File: src/rtl/enigma_pkg.sv
// enigma_pkg: character/bus types, FSM states, rotor and reflector wirings, mod-26 helpers.
// Latency: none; it holds declarations only.
// Backpressure: none.
package enigma_pkg;

  localparam int CHAR_W  = 5;
  localparam int ALPHA   = 26;
  localparam int N_PAIRS = 5;

  typedef logic [CHAR_W-1:0]             char_t;
  typedef logic [2*N_PAIRS-1:0][CHAR_W-1:0] pb_t;   // plugboard entries 0..9
  typedef logic [2:0][CHAR_W-1:0]        pos_t;     // {p3,p2,p1}

  localparam char_t ALPHA_C = char_t'(ALPHA);
  localparam char_t LAST_C  = char_t'(ALPHA - 1);

  typedef enum logic [2:0] {
    S_IDLE, S_STEP, S_PB_IN, S_FWD, S_REFL, S_BWD, S_PB_OUT, S_DONE
  } state_t;

  // Wirings I, II, III as letter indices (A=0); sel 3 is handled as identity.
  localparam char_t ROT_FWD [3][26] = '{
    '{4,10,12,5,11,6,3,16,21,25,13,19,14,22,24,7,23,20,18,15,0,8,1,17,2,9},
    '{0,9,3,10,18,8,17,20,23,1,11,7,22,19,12,2,16,6,25,13,15,24,5,21,14,4},
    '{1,3,5,7,9,11,2,15,17,19,23,21,25,13,24,4,8,22,6,0,10,12,20,18,16,14}
  };

  localparam char_t ROT_INV [3][26] = '{
    '{20,22,24,6,0,3,5,15,21,25,1,4,2,10,12,19,7,23,18,11,17,8,13,16,14,9},
    '{0,9,15,2,25,22,17,11,5,1,3,10,14,19,24,20,16,6,4,13,7,23,12,8,21,18},
    '{19,0,6,1,15,2,18,3,16,4,20,5,21,13,25,7,24,8,23,9,22,11,17,10,14,12}
  };

  localparam char_t UKW_B [26] =
    '{24,17,20,7,16,18,11,3,15,23,13,6,14,10,12,8,4,1,5,25,2,22,21,9,0,19};

  // Operands are always < 26, so one conditional correction suffices.
  function automatic char_t add26(input char_t a, input char_t b);
    logic [5:0] s;
    s = {1'b0, a} + {1'b0, b};
    if (s >= 6'(ALPHA)) s = s - 6'(ALPHA);
    return s[CHAR_W-1:0];
  endfunction

  function automatic char_t sub26(input char_t a, input char_t b);
    logic [5:0] d;
    d = {1'b0, a} - {1'b0, b};
    if (a < b) d = d + 6'(ALPHA);
    return d[CHAR_W-1:0];
  endfunction

endpackage

File: src/rtl/enigma_if.sv
// enigma_if: request/config inputs and result/status outputs of the cipher core.
// Latency: none; wires only.
// Backpressure: none; busy tells the master that starts are being dropped.
interface enigma_if;
  import enigma_pkg::*;

  logic       start;
  char_t      char_in;
  pb_t        pb_lut;
  logic [1:0] r1_cfg;
  logic [1:0] r2_cfg;
  logic [1:0] r3_cfg;
  logic       pos_clr;
  char_t      char_out;
  logic       done;
  logic       busy;
  logic       err;
  pos_t       pos;

  modport master (
    output start, char_in, pb_lut, r1_cfg, r2_cfg, r3_cfg, pos_clr,
    input  char_out, done, busy, err, pos
  );

  modport slave (
    input  start, char_in, pb_lut, r1_cfg, r2_cfg, r3_cfg, pos_clr,
    output char_out, done, busy, err, pos
  );

endinterface

File: src/rtl/enigma_rotor_map.sv
// enigma_rotor_map: one rotor pass, y = W[(x+pos)%26] - pos (mod 26), W or its inverse.
// Latency: combinational.
// Backpressure: none.
// Ports: x/pos in (char), sel in (0:I 1:II 2:III 3:identity), dir in (1 = inverse), y out.
module enigma_rotor_map
  import enigma_pkg::*;
(
  input  char_t      x,
  input  char_t      pos,
  input  logic [1:0] sel,
  input  logic       dir,
  output char_t      y
);

  char_t idx;
  char_t w;

  always_comb begin
    idx = add26(x, pos);
    w   = idx;
    if (sel != 2'd3) begin
      w = dir ? ROT_INV[sel][idx] : ROT_FWD[sel][idx];
    end
    y = sub26(w, pos);
  end

endmodule

File: src/rtl/enigma_core.sv
// enigma_core: enciphers one character per start (step, plugboard, 3 rotors, reflector, back).
// Latency: start sampled at edge k -> done pulse and new char_out in cycle k+11; busy k+1..k+11.
// Backpressure: none; a start while busy is dropped, pos_clr is ignored while busy.
// Ports: clk, reset (sync, active-high); bus (enigma_if.slave) carries start/char_in/pb_lut/
//        r*_cfg/pos_clr in and char_out/done/busy/err/pos out.
module enigma_core
  import enigma_pkg::*;
(
  input  logic    clk,
  input  logic    reset,
  enigma_if.slave bus
);

  state_t          state;
  state_t          state_nxt;
  logic [1:0]      stage;
  pos_t            p;
  char_t           cur;
  char_t           char_cap;
  char_t           out_q;
  pb_t             pb_cap;
  logic [2:0][1:0] cfg_cap;
  logic            bad;
  logic [1:0]      ridx;
  logic            rot_dir;
  char_t           rot_y;
  logic            busy;
  logic            done;

  // Lowest-index valid pair containing x decides; a==b or out-of-alphabet pairs never match.
  function automatic char_t plug(input char_t x, input pb_t lut);
    char_t r;
    char_t a;
    char_t b;
    logic  hit;
    r   = x;
    hit = 1'b0;
    for (int k = 0; k < N_PAIRS; k++) begin
      a = lut[2*k];
      b = lut[2*k+1];
      if (!hit && (a != b) && (a < ALPHA_C) && (b < ALPHA_C) && (x == a || x == b)) begin
        r   = (x == a) ? b : a;
        hit = 1'b1;
      end
    end
    return r;
  endfunction

  always_ff @(posedge clk) begin
    if (reset) state <= S_IDLE;
    else       state <= state_nxt;
  end

  always_comb begin
    state_nxt = state;
    busy      = 1'b1;
    done      = 1'b0;
    rot_dir   = 1'b0;
    ridx      = stage;
    case (state)
      S_IDLE: begin
        busy = 1'b0;
        if (bus.start) state_nxt = S_STEP;
      end
      S_STEP:  state_nxt = S_PB_IN;
      S_PB_IN: state_nxt = S_FWD;
      S_FWD:   if (stage == 2'd2) state_nxt = S_REFL;
      S_REFL:  state_nxt = S_BWD;
      S_BWD: begin
        // Return path walks R3, R2, R1.
        rot_dir = 1'b1;
        ridx    = 2'd2 - stage;
        if (stage == 2'd2) state_nxt = S_PB_OUT;
      end
      S_PB_OUT: state_nxt = S_DONE;
      S_DONE: begin
        done      = 1'b1;
        state_nxt = S_IDLE;
      end
      default: state_nxt = S_IDLE;
    endcase
  end

  enigma_rotor_map u_rotor (
    .x   (cur),
    .pos (p[ridx]),
    .sel (cfg_cap[ridx]),
    .dir (rot_dir),
    .y   (rot_y)
  );

  always_ff @(posedge clk) begin
    if (reset) begin
      stage    <= 2'd0;
      p        <= '0;
      cur      <= '0;
      char_cap <= '0;
      out_q    <= '0;
      pb_cap   <= '0;
      cfg_cap  <= '0;
      bad      <= 1'b0;
    end else begin
      case (state)
        S_IDLE: begin
          stage <= 2'd0;
          // Clear lands here; a same-cycle start then steps from zero in S_STEP.
          if (bus.pos_clr) p <= '0;
          if (bus.start) begin
            char_cap <= bus.char_in;
            pb_cap   <= bus.pb_lut;
            cfg_cap  <= {bus.r3_cfg, bus.r2_cfg, bus.r1_cfg};
            bad      <= (bus.char_in >= ALPHA_C);
          end
        end
        S_STEP: begin
          // Plain odometer: each rotor carries only when the one below wraps.
          if (!bad) begin
            p[0] <= add26(p[0], 5'd1);
            if (p[0] == LAST_C) begin
              p[1] <= add26(p[1], 5'd1);
              if (p[1] == LAST_C) p[2] <= add26(p[2], 5'd1);
            end
          end
          // Keep table indices in range when the character is invalid.
          cur <= bad ? '0 : char_cap;
        end
        S_PB_IN: cur <= plug(cur, pb_cap);
        S_FWD, S_BWD: begin
          cur   <= rot_y;
          stage <= (stage == 2'd2) ? 2'd0 : stage + 2'd1;
        end
        S_REFL:   cur <= UKW_B[cur];
        S_PB_OUT: out_q <= bad ? char_cap : plug(cur, pb_cap);
        default: ;
      endcase
    end
  end

  assign bus.char_out = out_q;
  assign bus.done     = done;
  assign bus.busy     = busy;
  assign bus.err      = done & bad;
  assign bus.pos      = p;

endmodule

File: src/flat_wrapper.sv
// flat-port wrapper written by rule: the top's interface ports become plain ports
module enigma_core_flat import enigma_pkg::*;
  (clk, reset, bus_start, bus_char_in, bus_pb_lut, bus_r1_cfg, bus_r2_cfg, bus_r3_cfg, bus_pos_clr, bus_char_out, bus_done, bus_busy, bus_err, bus_pos);
  enigma_if bus_i ();
  input  logic clk;
  input  logic reset;
  input wire logic [$bits(bus_i.start)-1:0] bus_start;
  input wire logic [$bits(bus_i.char_in)-1:0] bus_char_in;
  input wire logic [$bits(bus_i.pb_lut)-1:0] bus_pb_lut;
  input wire logic [$bits(bus_i.r1_cfg)-1:0] bus_r1_cfg;
  input wire logic [$bits(bus_i.r2_cfg)-1:0] bus_r2_cfg;
  input wire logic [$bits(bus_i.r3_cfg)-1:0] bus_r3_cfg;
  input wire logic [$bits(bus_i.pos_clr)-1:0] bus_pos_clr;
  output wire logic [$bits(bus_i.char_out)-1:0] bus_char_out;
  output wire logic [$bits(bus_i.done)-1:0] bus_done;
  output wire logic [$bits(bus_i.busy)-1:0] bus_busy;
  output wire logic [$bits(bus_i.err)-1:0] bus_err;
  output wire logic [$bits(bus_i.pos)-1:0] bus_pos;
  assign bus_i.start = bus_start;
  assign bus_i.char_in = bus_char_in;
  assign bus_i.pb_lut = bus_pb_lut;
  assign bus_i.r1_cfg = bus_r1_cfg;
  assign bus_i.r2_cfg = bus_r2_cfg;
  assign bus_i.r3_cfg = bus_r3_cfg;
  assign bus_i.pos_clr = bus_pos_clr;
  assign bus_char_out = bus_i.char_out;
  assign bus_done = bus_i.done;
  assign bus_busy = bus_i.busy;
  assign bus_err = bus_i.err;
  assign bus_pos = bus_i.pos;
  enigma_core u_core (.clk(clk), .reset(reset), .bus(bus_i));
endmodule
File: config.mk
export PLATFORM = sky130hd
export DESIGN_NAME = enigma_core_flat
export DESIGN_NICKNAME = d
export VERILOG_FILES = /design/src/rtl/enigma_pkg.sv /design/src/rtl/enigma_if.sv /design/src/rtl/enigma_rotor_map.sv /design/src/rtl/enigma_core.sv /design/src/flat_wrapper.sv
export SDC_FILE = /design/constraint.sdc
export NUM_CORES = 1
export LEC_CHECK = 0
export CAP_MARGIN = 40
export CORE_MARGIN = 2
export CORE_UTILIZATION = 71
export CTS_BUF_LIST = sky130_fd_sc_hd__clkbuf_4 sky130_fd_sc_hd__clkbuf_8 sky130_fd_sc_hd__clkbuf_16
export DETAILED_ROUTE_END_ITERATION = 10
export DONT_BUFFER_PORTS = 1
export PLACE_DENSITY_LB_ADDON = 0.12
export SLEW_MARGIN = 20
export SYNTH_ARGS = -nofsm -noshare
export SYNTH_HDL_FRONTEND = slang
export SYNTH_SLANG_ARGS = --single-unit
File: constraint.sdc
create_clock -name clk -period 9.8 [get_ports clk]
set_input_delay 1.47 -clock clk [delete_from_list [all_inputs] [get_ports clk]]
set_output_delay 1.47 -clock clk [all_outputs]
set_load 0.01 [all_outputs]
==> metrics.md, run 1 <==
| Metric | Value |
|---|---|
| Outcome | completed |
| Count of synthesis-stage warnings from yosys | 0 |
| Post-CTS Resized | 0 |
| Max Clock Skew | 0.008496 ns |
| Count of endpoints failing hold in the final timing report | 0 |
| Critical Path Most Common Cell | sky130_fd_sc_hd__ha_1 |
| CTS Hold Buffers Added | 0 |
| R2r setup slk | 1.98 ns |
| Leading cell type in the layout, fill and taps excluded | sky130_fd_sc_hd__nand2_1 |
| Arrival time of data at the critical path endpoint | 8.11 ns |
| Average vias per placed instance | 7.006 |
| Max-capacitance violation count | 0 |
| Type of the most critical hold path | register to register |
| Compound-Gate Fraction of Synth Area | 0.2894 |
| Port Buffer Count | 0 |
| Register bit total from synthesis | 92 |
| Average cell area after synthesis | 7.348 µm² |
| Fillers | 945 |
| Number of enable flip-flop cells after synthesis | 0 |
| Die Area | 13200 µm² |
| Gate Count Post-Synth | 1188 |
| Post-synthesis net count | 1292 |
| Setup TNS | 0 ns |
| Fraction of synthesized cell area in xor and xnor cells | 0.09890 |
| Final Slew Violations | 0 |
| Commonest cells after routing, fill and taps aside | 197 x sky130_fd_sc_hd__nand2_1, 123 x sky130_fd_sc_hd__a21oi_1, 92 x sky130_fd_sc_hd__dfxtp_1 |
| Clock tree from TritonCTS | yes |
| RSZ-0062 raised after global routing | no |
| Number of violations reported at the end of detailed-routing iteration 0 | 1436 |
| Min Clock Period, post-route | 7.825 ns |
| Antenna cells | 0 |
| CP max-delay cell | sky130_fd_sc_hd__fa_1 |
| Tot GR Track Use | 0.3737 |
| Type of destination of the critical path | register |
| Vias after detailed routing | 8996 |
| Fraction of synthesized area in multiplexers | 0.04773 |
| Largest family of logic cells by synthesized area | compound AO/OA/AOI/OAI gates |
| Clock-pin slew reported for the worst setup and hold paths after clock tree synthesis | 0.07 ns |
| Post-synth design cell area | 8730 µm² |
| Category of the worst setup path launch point | register |
| Number of I/O pins | 88 |
| Worst-skew pair later-pin latency | 0.35 ns |
| Worst-case hold slack | 0.4897 ns |
| CP required | 10.08 ns |
| Remaining DRCs | 0 |
| Main synth FF type | sky130_fd_sc_hd__dfxtp_1 |
| Placement row count | 40 |
| First-pass GRT wire length | 40.32 mm |
| Max Root-Sink Buffers | 2 |
| Overflow after GRT | 0 |
| Post-synthesis async set-or-reset flop share | 0 |
| Syn-to-layout area delta | 3.383% |
| Starting Density | 0.7268 |
| Transition time of the tightest slew-check pin | 0.8674 ns |
| Number of clock buffers inserted by TritonCTS | 9 |
| Net count, final | 1236 |
| Worst supply voltage drop on vdd | 0.1548 mV |
| Buffer cell driving the clock tree root | sky130_fd_sc_hd__clkbuf_16 |
| WS Path Type | register to register |
| Final WL | 24.50 mm |
| Number of iterations in the first detailed-routing pass | 9 |
| Total leakage power | 3.265 nW |
| Sequential element share of the synthesized area | 0.2110 |
| WL per Instance | 19.08 µm |
| Maximum cell stage delay along the critical path | 0.78 ns |
| Final GP Congestion | 1.032 |
| Max-slew headroom at the worst pin | 0.4157 |
| Number of setup violations in the final report | 0 |
| Max Clk Rate | 0.1278 GHz |
| Worst R2R Path Depth | 28 |
| Antenna-violating nets left | 0 |
| HPWL after detailed placement | 17.15 mm |
| Post CTS Setup Buffer Count | 0 |
| Fraction of layout instances using a drive strength above 1 | 0.06860 |
| Launch point of the critical path | u_core.stage[0] |
| Pin count of the biggest net entering global routing | 93 |
| Number of distinct library cells after synthesis | 95 |
| Die width | 114.9 µm |
| Origin of the critical flop-to-flop path | u_core.stage[0] |
| Ratio of total power to cell area | 182.8 nW/µm² |
| Core Footprint | 12010 µm² |
| Final cycle utilization of the critical path | 0.7985 |
| Adder and majority gate portion of the synthesized area | 0.05762 |
| Reg2reg end | u_core.cur[4] |
| H-tree depth | 3 |
| Crit path max fanout | 20 |
| Die height | 114.9 µm |
| Initial antenna violation count | 0 |
| Simple-gate area share of the yosys netlist | 0.2401 |
| Via count of the first global-routing pass | 8094 |
| Worst setup path end | u_core.cur[4] |
| CTS sink count | 92 |
## through the flow
stage	std cells	area (µm²)	util	total power, mW	setup WS, ns
6_report	1284	9025	0.7514	1.650	1.975
5_1_grt	1284	9025	0.7514	1.743	1.384
4_1_cts	1282	8995	0.7489	1.617	2.099
3_5_place_dp	1266	8691	0.7235	1.256	2.075
3_3_place_gp	1262	8630	0.7184	1.242	2.375
2_1_floorplan	1188	8730	-	1.096	3.421
## cell type report
class	count	area [µm²]	area share
Tap cell	147	183.9	0.02038
Clock buffer	10	232.7	0.02579
Clock inverter	6	71.32	0.007902
Multi-Input combinational cell	982	6411	0.7104
Inverter	30	112.6	0.01248
Timing Repair Buffer	17	171.4	0.01899
Sequential cell	92	1842	0.2041
## Yosys cell counts, types with 26 or more instances
master | count | share of area
sky130_fd_sc_hd__o21ai_0 | 53 | 0.030
sky130_fd_sc_hd__dfxtp_1 | 92 | 0.21
sky130_fd_sc_hd__a21oi_1 | 123 | 0.071
sky130_fd_sc_hd__o211ai_1 | 26 | 0.022
sky130_fd_sc_hd__clkbuf_1 | 54 | 0.023
sky130_fd_sc_hd__nor2_1 | 73 | 0.031
sky130_fd_sc_hd__nand2_1 | 198 | 0.085
sky130_fd_sc_hd__nor3_1 | 26 | 0.015
sky130_fd_sc_hd__mux2i_1 | 30 | 0.034
sky130_fd_sc_hd__inv_1 | 27 | 0.012
sky130_fd_sc_hd__xnor2_1 | 58 | 0.058
sky130_fd_sc_hd__nand3_1 | 56 | 0.032
sky130_fd_sc_hd__ha_1 | 37 | 0.053
sky130_fd_sc_hd__xor2_1 | 35 | 0.035
## worst max-delay path: cells and delay by family (launching register included)
| family | cells | cell delay [ns] |
|---|---|---|
| AOI/OAI and AO/OA | 13 | 3.16 |
| adders and majority gates | 5 | 1.95 |
| and+or+nand+nor | 6 | 1.69 |
| DFF | 1 | 0.56 |
| buffers and inverters | 3 | 0.29 |
| xor gates and xnor gates | 1 | 0.12 |
## worst min path at each step
stage | start | end | depth (start not counted)
after global placement | u_core.char_cap[3] | u_core.char_cap[3] | 2
after global routing | u_core.cfg_cap[1] | u_core.cfg_cap[1] | 2
after floorplan | u_core.cfg_cap[4] | u_core.cfg_cap[4] | 2
after CTS | u_core.char_cap[3] | u_core.char_cap[3] | 2
final | u_core.char_cap[3] | u_core.char_cap[3] | 2
after detailed placement | u_core.cfg_cap[4] | u_core.cfg_cap[4] | 2
## report_power, final
| group | total, mW | internal (mW) | switching (mW) |
|---|---|---|---|
| combinational | 0.855 | 0.337 | 0.519 |
| clock | 0.361 | 0.203 | 0.158 |
| sequential | 0.434 | 0.396 | 0.0379 |
| total | 1.65 | 0.936 | 0.714 |
## sequential cells by signal, summed over array words and instances, names as in the netlist
name,cells
u_core.bad,1
u_core.bus.char_out,5
u_core.bus.pos,15
u_core.cfg_cap,6
u_core.char_cap,5
u_core.cur,5
u_core.pb_cap,50
u_core.stage,2
u_core.state,3
## cell families (layout without fill, tap and decap cells)
kind of cell | Yosys count | after routing
AND/OR/NAND/NOR | 443 | 443
AO/OA/AOI/OAI | 366 | 366
buffers and inverters | 114 | 63
XOR/XNOR | 96 | 96
flip-flops | 92 | 92
adder cells (fa/ha/maj) | 39 | 39
multiplexers | 38 | 38
## metal layers
layer	part of all wire	GRT usage
met2	0.43	0.5565
met4	0.033	0.1382
met1	0.43	0.5307
met3	0.11	0.08224
met5	0	0
No activity file was read; power rests on OpenSTA's default activity.
==> run 2, diff against run 1 <==
--- a/config.mk
+++ b/config.mk
@@ -7,7 +7,7 @@
 export LEC_CHECK = 0
 export CAP_MARGIN = 40
 export CORE_MARGIN = 2
-export CORE_UTILIZATION = 71
+export CORE_UTILIZATION = 66
 export CTS_BUF_LIST = sky130_fd_sc_hd__clkbuf_4 sky130_fd_sc_hd__clkbuf_8 sky130_fd_sc_hd__clkbuf_16
 export DETAILED_ROUTE_END_ITERATION = 10
 export DONT_BUFFER_PORTS = 1
==> constraint.sdc (replaced) <==
create_clock -name clk -period 8 [get_ports clk]
set_input_delay 1.2 -clock clk [delete_from_list [all_inputs] [get_ports clk]]
set_output_delay 1.2 -clock clk [all_outputs]
set_load 0.01 [all_outputs]
==> run 2 against run 1 <==
  * Fmax rose by 3.3%
  * Largest power group unchanged
  * Critical path type unchanged
  * Cell count rose by 3.0%
  * Sequential share of layout area fell by 0.21 points
  * Design area rose by 1.0%
  * Critical endpoint unchanged
==> metrics.md, run 2 (same netlist as run 1, synthesis figures left out) <==
| Metric | Value |
|---|---|
| Number of iterations in the first detailed-routing pass | 5 |
| WS Path Type | register to register |
| Final Slew Violations | 0 |
| R2r setup slk | 0.42 ns |
| Vias after detailed routing | 8997 |
| Sequential Power Share | 0.257 |
| WL per Instance | 19.16 µm |
| Transition time of the tightest slew-check pin | 0.7426 ns |
| Leading cell type in the layout, fill and taps excluded | sky130_fd_sc_hd__nand2_1 |
| Worst-skew pair later-pin latency | 0.36 ns |
| RSZ-0062 raised after global routing | no |
| Type of destination of the critical path | register |
| Comb pwr share | 0.522 |
| Max Root-Sink Buffers | 2 |
| Power share of the clock group | 0.221 |
| Sum of internal, switching and leakage power | 2.050 mW |
| Number of violations reported at the end of detailed-routing iteration 0 | 1134 |
| Number of clock buffers inserted by TritonCTS | 9 |
| Die width | 119.0 µm |
| Core Footprint | 13090 µm² |
| Most flop-heavy register | u_core.pb_cap |
| Final GP Congestion | 0.9660 |
| Maximum cell stage delay along the critical path | 0.82 ns |
| Max Clk Rate | 0.1320 GHz |
| Flip-flop count of the largest register, all copies and words added | 50 |
| CTS sink count | 92 |
| Average vias per placed instance | 6.806 |
| Max Clock Skew | 0.01032 ns |
| Setup TNS | 0 ns |
| Number of setup violations in the final report | 0 |
| Terminating pin of the worst hold path | u_core.cfg_cap[4] |
| Clock tree from TritonCTS | yes |
| Overflow after GRT | 0 |
| Pin count of the biggest net entering global routing | 93 |
| Final WL | 25.33 mm |
| Net switching share of the total power | 0.4330 |
| Clock-pin slew reported for the worst setup and hold paths after clock tree synthesis | 0.07 ns |
| Remaining DRCs | 0 |
| Max-capacitance violation count | 0 |
| Syn-to-layout area delta | 4.458% |
| Tot GR Track Use | 0.3550 |
| Placement row count | 42 |
| Ratio of total power to cell area | 224.8 nW/µm² |
| Die height | 119.0 µm |
| CP required | 8.27 ns |
| Outcome | completed |
| Max-slew headroom at the worst pin | 0.4987 |
| Final cycle utilization of the critical path | 0.9472 |
| Count of endpoints failing hold in the final timing report | 0 |
| Die Area | 14160 µm² |
| Worst supply voltage drop on vdd | 0.1980 mV |
| Critical Path Most Common Cell | sky130_fd_sc_hd__ha_1 |
| Net count, final | 1245 |
| Fraction of layout instances using a drive strength above 1 | 0.07592 |
| Initial antenna violation count | 0 |
| Starting Density | 0.6671 |
| Commonest cells after routing, fill and taps aside | 196 x sky130_fd_sc_hd__nand2_1, 123 x sky130_fd_sc_hd__a21oi_1, 92 x sky130_fd_sc_hd__dfxtp_1 |
| Number of instances on the worst hold path | 2 |
| Reg2reg end | u_core.cur[4] |
| Internal Power | 1.162 mW |
| Power dissipated by switching net loads | 887.4 µW |
| Number of I/O pins | 88 |
| Buffer cell driving the clock tree root | sky130_fd_sc_hd__clkbuf_16 |
| Antenna cells | 0 |
| Worst R2R Path Depth | 28 |
| Min Clock Period, post-route | 7.577 ns |
| Port Buffer Count | 0 |
| Hold_sp | u_core.cfg_cap[4] |
| Type of the most critical hold path | register to register |
| Post CTS Setup Buffer Count | 0 |
| Core occupancy in the finished layout | 0.6969 |
| Crit path max fanout | 14 |
| Total leakage power | 3.306 nW |
| Via count of the first global-routing pass | 8212 |
| Category of the worst setup path launch point | register |
| Arrival time of data at the critical path endpoint | 7.85 ns |
| First-pass GRT wire length | 41.30 mm |
| Origin of the critical flop-to-flop path | u_core.stage[0] |
| CP max-delay cell | sky130_fd_sc_hd__fa_1 |
| H-tree depth | 3 |
| HPWL after detailed placement | 17.98 mm |
| Antenna-violating nets left | 0 |
-- run 2: worst max-delay path, delay by kind of cell, from the launching register on --
kind,cells,cell delay [ns]
adders and majority gates,5,1.99
buffers and inverters,3,0.30
xor gates and xnor gates,1,0.13
AOI/OAI and AO/OA,13,2.93
DFF,1,0.57
muxes,1,0.12
and+or+nand+nor,5,1.45
-- run 2: worst max path at each step --
stage	from	to	slack [ns]	cells past startpoint
3_3_place_gp	u_core.stage[0]	u_core.cur[4]	0.95	27
3_5_place_dp	u_core.stage[0]	u_core.cur[4]	0.68	27
5_1_grt	u_core.stage[0]	u_core.cur[4]	0.007	28
4_1_cts	u_core.stage[0]	u_core.cur[4]	0.63	27
6_report	u_core.stage[0]	u_core.cur[4]	0.42	28
2_1_floorplan	u_core.stage[1]	u_core.cur[4]	1.62	29
-- run 2: repair_timing --
item | in CTS | in global routing
resized for setup | 0 | 1
hold buffers | 0 | 0
setup endpoints to repair | 0 | 1
-- run 2: metal layers --
layer  share of wire  GRT usage
met4           0.031     0.1339
met5               0          0
met3           0.095    0.08142
met1            0.44     0.4909
met2            0.44     0.5377
-- run 2: area by class of cell --
class	instances	area (µm²)
flip-flops and latches	92	1842
clock inverters	5	65.06
clock buffers	11	252.7
well taps	176	220.2
fillers	1117	3966
repair buffers	26	215.2
inverters	30	112.6
multi-input cells	982	6411
-- run 2: through the flow --
step	hold slack [ns]	worst slack (ns)	std cells	cell area, µm²
finish	0.4802	0.4226	1322	9119
global route	0.4988	0.007035	1322	9119
CTS	0.4742	0.6308	1320	9106
floorplan	0.4449	1.621	1188	8730
global placement	0.4695	0.9480	1301	8741
detailed placement	0.4646	0.6813	1304	8788
-- run 2: power groups by stage --
stage | clock [mW] | combinational [mW] | sequential (mW)
finish | 0.452 | 1.07 | 0.528
global route | 0.478 | 1.15 | 0.532
CTS | 0.458 | 1.04 | 0.526
detailed placement | 0 | 1.03 | 0.537
global placement | 0 | 1.01 | 0.536
floorplan | 0 | 0.818 | 0.524
